[config.mk]
export PLATFORM = sky130hd
export DESIGN_NAME = stat_graph_render
export DESIGN_NICKNAME = d
export VERILOG_FILES = /design/src/rtl/stat_graph_render.sv
export SDC_FILE = /design/constraint.sdc
export NUM_CORES = 1
export LEC_CHECK = 0
export CORE_MARGIN = 1.5
export CORE_UTILIZATION = 65
export CTS_BUF_LIST = sky130_fd_sc_hd__clkbuf_4 sky130_fd_sc_hd__clkbuf_8
export CTS_CLUSTER_DIAMETER = 100
export DETAILED_ROUTE_END_ITERATION = 12
export HOLD_SLACK_MARGIN = 0.03
export PLACE_DENSITY = 0.82
export SETUP_SLACK_MARGIN = 0.15
export SLEW_MARGIN = 20
export SYNTH_ARGS = -nofsm -noshare
export SYNTH_HDL_FRONTEND = slang
export SYNTH_SLANG_ARGS = --single-unit
export TNS_END_PERCENT = 10
[constraint.sdc]
create_clock -name clk_in -period 6.4 [get_ports clk_in]
set_clock_uncertainty 0.15 [all_clocks]
set_input_delay 1.6 -clock clk_in [delete_from_list [all_inputs] [get_ports clk_in]]
set_output_delay 1.6 -clock clk_in [all_outputs]
set_load 0.01 [all_outputs]
[src/rtl/stat_graph_render.sv]
// rtl/stat_graph_render.sv - multi-channel event history line graph with per-channel auto-scale
// Optional STAT_GRAPH_FILL_EN draws a dimmed area fill beneath each channel's trace.
module stat_graph_render #(
  parameter int          NUM_CH        = 2,
  parameter int          HISTORY_LEN   = 32,
  parameter int          CNT_W         = 16,
  parameter int          SAMPLE_FRAMES = 32,
  parameter int          SCREEN_W      = 640,
  parameter int          SCREEN_H      = 480,
  parameter int          ORIGIN_X      = 400,
  parameter int          ORIGIN_Y      = 40,
  parameter int          GRAPH_W       = 256,
  parameter int          GRAPH_H       = 128,
  parameter logic [11:0] AXIS_COLOR    = 12'hFFF
) (
  input  logic                  clk_in,
  input  logic                  rst_n_in,
  input  logic [10:0]           hcount_in,
  input  logic [9:0]            vcount_in,
  input  logic [NUM_CH-1:0]     inc_in,
  input  logic [12*NUM_CH-1:0]  ch_color_in,
  input  logic                  freeze_in,
  output logic [11:0]           pix_out,
  output logic                  sample_valid_out,
  output logic [5*NUM_CH-1:0]   shift_out
);
  localparam int PTR_W   = $clog2(HISTORY_LEN);
  localparam int SLOT_SH = $clog2(GRAPH_W / HISTORY_LEN);
  localparam int FC_W    = (SAMPLE_FRAMES > 1) ? $clog2(SAMPLE_FRAMES) : 1;
  localparam int WORD_W  = NUM_CH * CNT_W;
  localparam int DW      = CNT_W + 10;

  localparam logic [10:0]      H_LAST   = 11'(SCREEN_W - 1);
  localparam logic [10:0]      H_SCR    = 11'(SCREEN_W);
  localparam logic [9:0]       V_LAST   = 10'(SCREEN_H - 1);
  localparam logic [9:0]       V_SCR    = 10'(SCREEN_H);
  localparam logic [10:0]      X0       = 11'(ORIGIN_X);
  localparam logic [10:0]      X_AX     = 11'(ORIGIN_X - 1);
  localparam logic [10:0]      X_END    = 11'(ORIGIN_X + GRAPH_W);
  localparam logic [9:0]       Y0       = 10'(ORIGIN_Y);
  localparam logic [9:0]       Y_BOT    = 10'(ORIGIN_Y + GRAPH_H - 1);
  localparam logic [9:0]       Y_AX     = 10'(ORIGIN_Y + GRAPH_H);
  localparam logic [CNT_W-1:0] SAT      = '1;
  localparam logic [CNT_W-1:0] H_MAX    = CNT_W'(GRAPH_H - 1);
  localparam logic [FC_W-1:0]  FC_LAST  = FC_W'(SAMPLE_FRAMES - 1);
  localparam logic [PTR_W:0]   FILL_MAX = (PTR_W + 1)'(HISTORY_LEN);

  typedef enum logic [1:0] {IDLE, SCAN, APPLY} scan_state_t;

  scan_state_t        state, state_nxt;
  logic [FC_W-1:0]    frame_cnt;
  logic [PTR_W-1:0]   wr_ptr;
  logic [PTR_W:0]     fill;
  logic [CNT_W-1:0]   acc [NUM_CH];
  logic [CNT_W-1:0]   acc_nxt [NUM_CH];
  logic [WORD_W-1:0]  hist [HISTORY_LEN];
  logic [WORD_W-1:0]  wr_word, rd_word;
  logic [CNT_W-1:0]   rd_ch [NUM_CH];
  logic [PTR_W-1:0]   rd_addr;
  logic               acc_active, eof, commit;

  logic [PTR_W:0]     scan_idx;
  logic               scan_issue, scan_rd_v;
  logic [CNT_W-1:0]   max_val [NUM_CH];
  logic [5*NUM_CH-1:0] shift_calc, shift_pend;

  logic [10:0]        col;
  logic [PTR_W:0]     slot;
  logic [PTR_W-1:0]   entry;
  logic               s1_plot, s1_axis;
  logic [9:0]         s1_dist;
  logic [NUM_CH-1:0]  pt_hit;
  logic [11:0]        pix_nxt;

  assign eof        = (hcount_in == H_LAST) && (vcount_in == V_LAST);
  assign acc_active = (frame_cnt == '0) && (hcount_in < H_SCR) && (vcount_in < V_SCR);
  assign commit     = eof && (frame_cnt == '0) && !freeze_in;

  // The end-of-frame pixel's own strobe is folded in before the commit write.
  always_comb begin
    wr_word = '0;
    for (int c = 0; c < NUM_CH; c++) begin
      acc_nxt[c] = acc[c];
      if (acc_active && inc_in[c] && (acc[c] != SAT)) acc_nxt[c] = acc[c] + 1'b1;
      wr_word[c*CNT_W +: CNT_W] = acc_nxt[c];
      rd_ch[c] = rd_word[c*CNT_W +: CNT_W];
    end
  end

  always_ff @(posedge clk_in) begin
    if (!rst_n_in) begin
      frame_cnt        <= '0;
      wr_ptr           <= '0;
      fill             <= '0;
      sample_valid_out <= 1'b0;
      for (int c = 0; c < NUM_CH; c++) acc[c] <= '0;
    end else begin
      sample_valid_out <= commit;
      if (eof) begin
        frame_cnt <= (frame_cnt == FC_LAST) ? '0 : frame_cnt + 1'b1;
        for (int c = 0; c < NUM_CH; c++) acc[c] <= '0;
      end else begin
        for (int c = 0; c < NUM_CH; c++) acc[c] <= acc_nxt[c];
      end
      if (commit) begin
        wr_ptr <= wr_ptr + 1'b1;
        if (fill != FILL_MAX) fill <= fill + 1'b1;
      end
    end
  end

  // Scan owns the read port in vertical blank; rendering owns it in the active area.
  assign col     = hcount_in - X0;
  assign slot    = (PTR_W + 1)'(col >> SLOT_SH);
  assign entry   = wr_ptr - fill[PTR_W-1:0] + slot[PTR_W-1:0];
  assign rd_addr = (state == SCAN) ? scan_idx[PTR_W-1:0] : entry;

  always_ff @(posedge clk_in) begin
    if (commit) hist[wr_ptr] <= wr_word;
    rd_word <= hist[rd_addr];
  end

  assign scan_issue = (state == SCAN) && (scan_idx < fill);

  always_comb begin
    state_nxt = state;
    case (state)
      IDLE:    if (hcount_in == 11'd0 && vcount_in == V_SCR) state_nxt = SCAN;
      SCAN:    if (scan_idx == fill && !scan_rd_v) state_nxt = APPLY;
      APPLY:   state_nxt = IDLE;
      default: state_nxt = IDLE;
    endcase
  end

  always_comb begin
    shift_calc = '0;
    for (int c = 0; c < NUM_CH; c++) begin
      for (int s = CNT_W; s >= 0; s--) begin
        if ((max_val[c] >> s) <= H_MAX) shift_calc[5*c +: 5] = 5'(s);
      end
    end
  end

  always_ff @(posedge clk_in) begin
    if (!rst_n_in) begin
      state      <= IDLE;
      scan_idx   <= '0;
      scan_rd_v  <= 1'b0;
      shift_pend <= '0;
      shift_out  <= '0;
      for (int c = 0; c < NUM_CH; c++) max_val[c] <= '0;
    end else begin
      state     <= state_nxt;
      scan_rd_v <= scan_issue;
      if (state == IDLE && state_nxt == SCAN) begin
        scan_idx <= '0;
        for (int c = 0; c < NUM_CH; c++) max_val[c] <= '0;
      end else if (scan_issue) begin
        scan_idx <= scan_idx + 1'b1;
      end
      if (scan_rd_v) begin
        for (int c = 0; c < NUM_CH; c++)
          if (rd_ch[c] > max_val[c]) max_val[c] <= rd_ch[c];
      end
      if (state == APPLY) shift_pend <= shift_calc;
      if (hcount_in == 11'd0 && vcount_in == 10'd0) shift_out <= shift_pend;
    end
  end

  always_ff @(posedge clk_in) begin
    if (!rst_n_in) begin
      s1_plot <= 1'b0;
      s1_axis <= 1'b0;
      s1_dist <= '0;
      pix_out <= '0;
    end else begin
      s1_plot <= (hcount_in >= X0) && (hcount_in < X_END) && (slot < fill) && (vcount_in <= Y_BOT);
      s1_dist <= Y_BOT - vcount_in;
      s1_axis <= ((vcount_in == Y_AX) && (hcount_in >= X_AX) && (hcount_in < X_END)) ||
                 ((hcount_in == X_AX) && (vcount_in >= Y0) && (vcount_in <= Y_AX));
      pix_out <= pix_nxt;
    end
  end

  // s1_dist is the height above the graph floor; a point sits where it equals the scaled sample.
  always_comb begin
    for (int c = 0; c < NUM_CH; c++)
      pt_hit[c] = s1_plot && (DW'(rd_ch[c] >> shift_out[5*c +: 5]) == DW'(s1_dist));
  end

`ifdef STAT_GRAPH_FILL_EN
  logic [NUM_CH-1:0] fill_hit;

  always_comb begin
    for (int c = 0; c < NUM_CH; c++)
      fill_hit[c] = s1_plot && (DW'(s1_dist) < DW'(rd_ch[c] >> shift_out[5*c +: 5]));
  end
`endif

  // Descending loops let the lowest channel index overwrite last and so win.
  always_comb begin
    pix_nxt = s1_axis ? AXIS_COLOR : 12'h000;
`ifdef STAT_GRAPH_FILL_EN
    for (int c = NUM_CH - 1; c >= 0; c--) begin
      if (fill_hit[c])
        pix_nxt = {1'b0, ch_color_in[12*c+9 +: 3], 1'b0, ch_color_in[12*c+5 +: 3],
                   1'b0, ch_color_in[12*c+1 +: 3]};
    end
`endif
    for (int c = NUM_CH - 1; c >= 0; c--) begin
      if (pt_hit[c]) pix_nxt = ch_color_in[12*c +: 12];
    end
  end
endmodule

* Yosys cells after proc, flatten, opt, wreduce, memory -nomap -nowiden
Memories as Yosys holds them, arrays and structs flattened. A register that Yosys moved wholly into a read port is not among the register bits. Index checks and enable logic that the tools add are counted. W data, S select, Z words.
Word-level totals: input port bits 50, bits in read-only memories 0, word-level logic and storage cells 198, memories 3, register bits 70, output and inout bits 23, RAM bits 1088, latch bits 0
Cells by class: $add $sub $neg 10, eq/ne operators 15, magnitude comparators 44, muxes and demuxes 70, div/mod/pow operators 0, multipliers 0, reduce and logical (&&, ||, !) cells 32, shifts and indexed selects 2, bitwise logic cells 9
Memories:
- hist | words 32, width 32, rd ports 1, clocked after memory_dff 1, write ports 1, line 56 | logic [WORD_W-1:0] hist [HISTORY_LEN];
- acc | words 2, width 16, rd ports 2, clocked after memory_dff 0, write ports 2, line 54 | logic [CNT_W-1:0] acc [NUM_CH];
- max_val | words 2, width 16, rd ports 2, clocked after memory_dff 0, write ports 2, line 64 | logic [CNT_W-1:0] max_val [NUM_CH];
Operator list (number):
- $mux W5 | 34
- $mux W16 | 10
- $eq A26 B10 Y1 | 2
- $shr A16 B5 Y26 | 2
- $mux W12 | 3
- $add A16 B1 Y16 const B | 2
- $gt A16 B16 Y1 | 2
- $le A16 B7 Y1 const B | 2
- $ne A16 B16 Y1 const B | 2
- $le A15 B7 Y1 const B | 2
- $le A14 B7 Y1 const B | 2
- $le A13 B7 Y1 const B | 2
- $le A12 B7 Y1 const B | 2
- $logic_and A1 B1 Y1 | 23
- $ge A11 B9 Y1 const B | 2
- $le A11 B7 Y1 const B | 2
- $lt A11 B10 Y1 const B | 2
- $eq A10 B9 Y1 const B | 2
- $le A10 B7 Y1 const B | 2
- $le A10 B8 Y1 const B | 2
- $mux W1 | 20
- $le A9 B7 Y1 const B | 2
- $le A8 B7 Y1 const B | 2
- $le A1 B7 Y1 const B | 2
- 35 further kinds | 54

* Logic depth before layout (Yosys ltp)
word-level depth 17, depth in mapped cells 16, depth with buffers taken out 13

* Least setup slack after synthesis
No wires, ideal clock.
path kind input -> register, from in vcount_in[9], to mem hist[31][0] (netlist name), enable pin, data arrival time 4506 ps, slack 1323 ps, required time 5829 ps, stages on the path 6, path through nand4b_1 > nor4_1 > nand2_1 > nor3_1 > nand2_1 > nor2_1
On the way: longest elaborated chain between the ends 6
RTL lines:
- from (decl) | line 19 | input logic [9:0] vcount_in,
- $eq A10 B9 Y1 | line 75 | assign eof = (hcount_in == H_LAST) && (vcount_in == V_LAST);
- $logic_and A1 B1 Y1 | line 75
- $logic_and A1 B1 Y1 (2 in a row) | line 77 | assign commit = eof && (frame_cnt == '0) && !freeze_in;
- $mux W1 | line 119 | if (commit) hist[wr_ptr] <= wr_word;
- $mux W1 (not written as such) | line 119
- to (decl) | line 56
Every way passes these cells.

* Final worst setup path
from in vcount_in[9], to mem hist[15][22] (netlist name), enable pin
The elaborated chain is that of the path after synthesis.

==> run_results.csv <==
group,metric,value,unit
run_status,outcome,"finished, final reports clean",
critical_path,end_kind,"register",
cts,htreeDepth,4,
global_route,grt_pass1_vias,28260,
floorplan,fp-row-count,101,
timing,min_period,4.968,ns
placement,dp_cells,3802,
yosys,synth_compound_area_share,4.014,%
global_route,antenna_found_initial,2,
pwr,vdd_drop_max,0.2081,mV
yosys,synth_top_area_share,65.63,%
critical_path,worst_setup_path_start_kind,"primary input",
timing,maxSlewHeadroom,25.14,%
timing,fin_setup_tns,0,ns
cells_and_area,layout.cells.non_filler,4125,
global_route,grt-ovfl-total,0,
route,via_count,27550,
pwr,p_clk_share,35.3,%
timing,slew_viol_final,0,
route,firstDrtPassIters,7,
yosys,synth-edff-count,1088,
floorplan,initial_core_util,65.66,%
timing,timing.final.ws_setup,1.432,ns
yosys,synth_area,0.04978,sq mm
timing,setup_violations,0,
floorplan,chipHeight,279.8,microns
worst_hold_path,min-delay-path-class,"reg -> reg",
cts,cts.path.max_buffers,3,
cts,clk_pin_slew,0.06,ns
yosys,ys_ff_latch,1186,
floorplan,die_area,0.07826,sq mm
pwr,p_switching,0.004431,W
yosys,syn_area_per_cell,17.93,sq um
critical_path,cp_max_fo,17,
floorplan,num_io_pins,73,
pwr,leakage,18.55,nW
cells_and_area,syn_to_final_growth,12.92,%
yosys,synth_xor_xnor_area_share,1.372,%
cts,cts_made_buffers,178,
cts,clk_latency,0.82,ns
cts,holdBufCountCts,0,
yosys,synth_cells,2776,
pwr,p_comb_share,12.3,%
placement,dpl.hpwl,69290,microns
route,wl_per_cell,28.56,microns
yosys,yosysSeqAreaShare,69.57,%
yosys,synthAdderAreaFrac,1.794,%
timing,worst_pin_slew,1.119,ns
timing,rsz0062_at_grt,"false",
cts,post_cts_resized,0,
route,routed_via_density,6.680,
yosys,ys_async_sr_fraction,0,%
cells_and_area,fin_nets,3123,
timing,fmax,201.3,MHz
yosys,synthFlopType,"edfxtp_1",
pwr,power.internal,0.01278,W
floorplan,dieWidth,279.8,microns
yosys,yosys.area.top_type,"edfxtp_1",
floorplan,core,0.07582,sq mm
placement,placed_area,0.05272,sq mm
timing,finalCritPeriodShare,77.63,%
cells_and_area,drive_gt1_share,25.84,%
route,post-route-drc-count,0,
cells_and_area,utilization,74.14,%
critical_path,critical_path_required,6.75,ns
yosys,synth.top_cells.by_area,"edfxtp_1 (66%), mux4_2 (13%), dfxtp_1 (3.9%)",
cts,postCtsSetupBuffers,0,
placement,post-place-ws,0.6560,ns
yosys,yosysUniqueCellTypes,79,
cts,cts_root_buf,"clkbuf_8",
yosys,synth_top_family_by_area,"multiplexers",
route,totalWireLength,117800,microns
placement,place.gp.congestion,0.8594,
pwr,p_per_area,306.1,mW/mm^2
job,max_cap_viol_count,0,
critical_path,critPathKind,"in -> reg",
yosys,yosys.area_share.simple,4.717,%
global_route,track_usage,30.81,%
yosys,muxShareOfSynthArea,16.66,%
route,drt_iter0_markers,3290,
placement,port_buffers,70,
cells_and_area,fin_area,0.05622,sq mm
global_route,grt_max_degree,70,
cts,cts.sink_count,1186,
yosys,yosys_warnings,0,
cts,cts_tree,"done",
global_route,grt_pass1_wl,174600,microns
critical_path,cp.arrival,5.32,ns
timing,finalHoldViolCount,0,
route,ant_nets,0,
cells_and_area,n_fill_cell,4063,
pwr,switching_share,25.75,%
pwr,pwr-share-seq,52.3,%
## worst paths after layout
| path | from | endpoint | slack (ns) | depth (start not counted) |
|---|---|---|---|---|
| max | vcount_in[9] | hist[15][22] | 1.43 | 9 |
| min | shift_pend[0] | shift_pend[0] | 0.33 | 2 |
| max reg2reg | frame_cnt[0] | acc[0][6] | 1.91 | 10 |
| min reg2reg | shift_pend[0] | shift_pend[0] | 0.33 | 2 |
## cells in the mapped netlist, types with 4 or more instances
cell and number:
and2_1 18, a21oi_1 70, a32oi_1 4, nor3_1 16, o311ai_0 4, nor2_1 119
a21o_1 13, a211oi_1 6, mux2_2 71, dfxtp_1 98, edfxtp_1 1088, ha_1 65
o21a_1 15, nand3_1 26, nand2_1 93, nor2b_1 58, nand4_1 28, or3_1 7
o211ai_1 42, nand2b_1 9, a31oi_1 4, a211o_1 4, a21boi_0 36, o211a_1 4
or4_1 15, inv_1 68, mux4_2 284, o21ai_0 54, nand3b_1 9, or2_2 4
o21ai_1 16, xnor2_1 56, buf_2 33, buf_6 4, mux2i_1 105, and3_1 27
xor2_1 22, clkbuf_1 92, fa_1 4, nor4_1 11, buf_1 16
## registers in the layout (all words and copies together) (netlist names), 6 cells and up
signal      cells
s1_dist        10
shift_pend      8
pix_out        12
shift_out       8
fill            6
hist         1024
acc            32
scan_idx        6
max_val        32
rd_word        32
## cell usage in the layout, fill, tap and decap left out, types with 18 or more instances in the layout
cell	netlist	routed
inv_1	68	68
nand3_1	26	26
dfxtp_1	98	98
buf_4	3	72
ha_1	65	65
mux2i_1	105	103
conb_1	2	34
a21oi_1	70	69
clkinv_2	0	20
nand4_1	28	28
edfxtp_1	1088	1088
clkbuf_8	0	185
buf_12	1	23
nor2b_1	58	58
o21ai_0	54	53
clkdlybuf4s50_1	0	69
clkbuf_4	0	58
mux4_2	284	284
and3_1	27	27
a21boi_0	36	36
xnor2_1	56	36
mux2_2	71	71
nor2_4	0	32
nor2_1	119	87
and2_1	18	18
clkinv_1	1	42
nand2_1	93	93
o211ai_1	42	42
## metal layers
layer  track usage, %  routed length, microns
met2            51.33                   59270
met4            12.06                    4304
met1            40.66                   41880
met5                0                       0
met3            5.922                   12370
## power by group through the flow
stage,Clock (W),Sequential [W],Combinational [W]
6_report,0.00608,0.00901,0.00213
5_1_grt,0.00645,0.00901,0.00229
4_1_cts,0.00614,0.00899,0.00212
3_5_place_dp,0,0.00915,0.00210
3_3_place_gp,0,0.00914,0.00201
2_1_floorplan,0,0.00890,0.00151
## critical path, cell delays in order
cell and delay, ns:
clkdlybuf4s50_1 0.52, nand4b_1 0.35, nor4_1 0.62, nand2_1 0.19, nor3_1 0.18, buf_4 0.20
nand2_1 0.49, nor2_4 0.86, buf_12 0.26
## through the flow
stage	power (W)	hold slack (ns)
global route	0.01775	0.3510
detailed placement	0.01125	0.3171
floorplan	0.01041	0.2778
global placement	0.01115	0.2992
CTS	0.01725	0.3243
finish	0.01721	0.3254
## cell type report
type                    instances  area, sq um  area share, %
flip-flops and latches       1186        34630          61.61
clock buffers                 243         2982          5.304
multi-input cells            1401        14890          26.49
inverters                      72        270.3         0.4807
well taps                     978         1224          2.177
diodes                          1        2.502       0.004451
repair buffers                165         1697          3.018
clock inverters                79        516.7         0.9192
## logic make-up after synthesis
group | Yosys count
buffers and inverters | 221
AND/OR/NAND/NOR | 457
flip-flops | 1186
other | 2
multiplexers | 463
XOR/XNOR | 78
adder cells (fa/ha/maj) | 69
AO/OA/AOI/OAI | 300
Note: power is estimated with default switching activity, not from simulation.
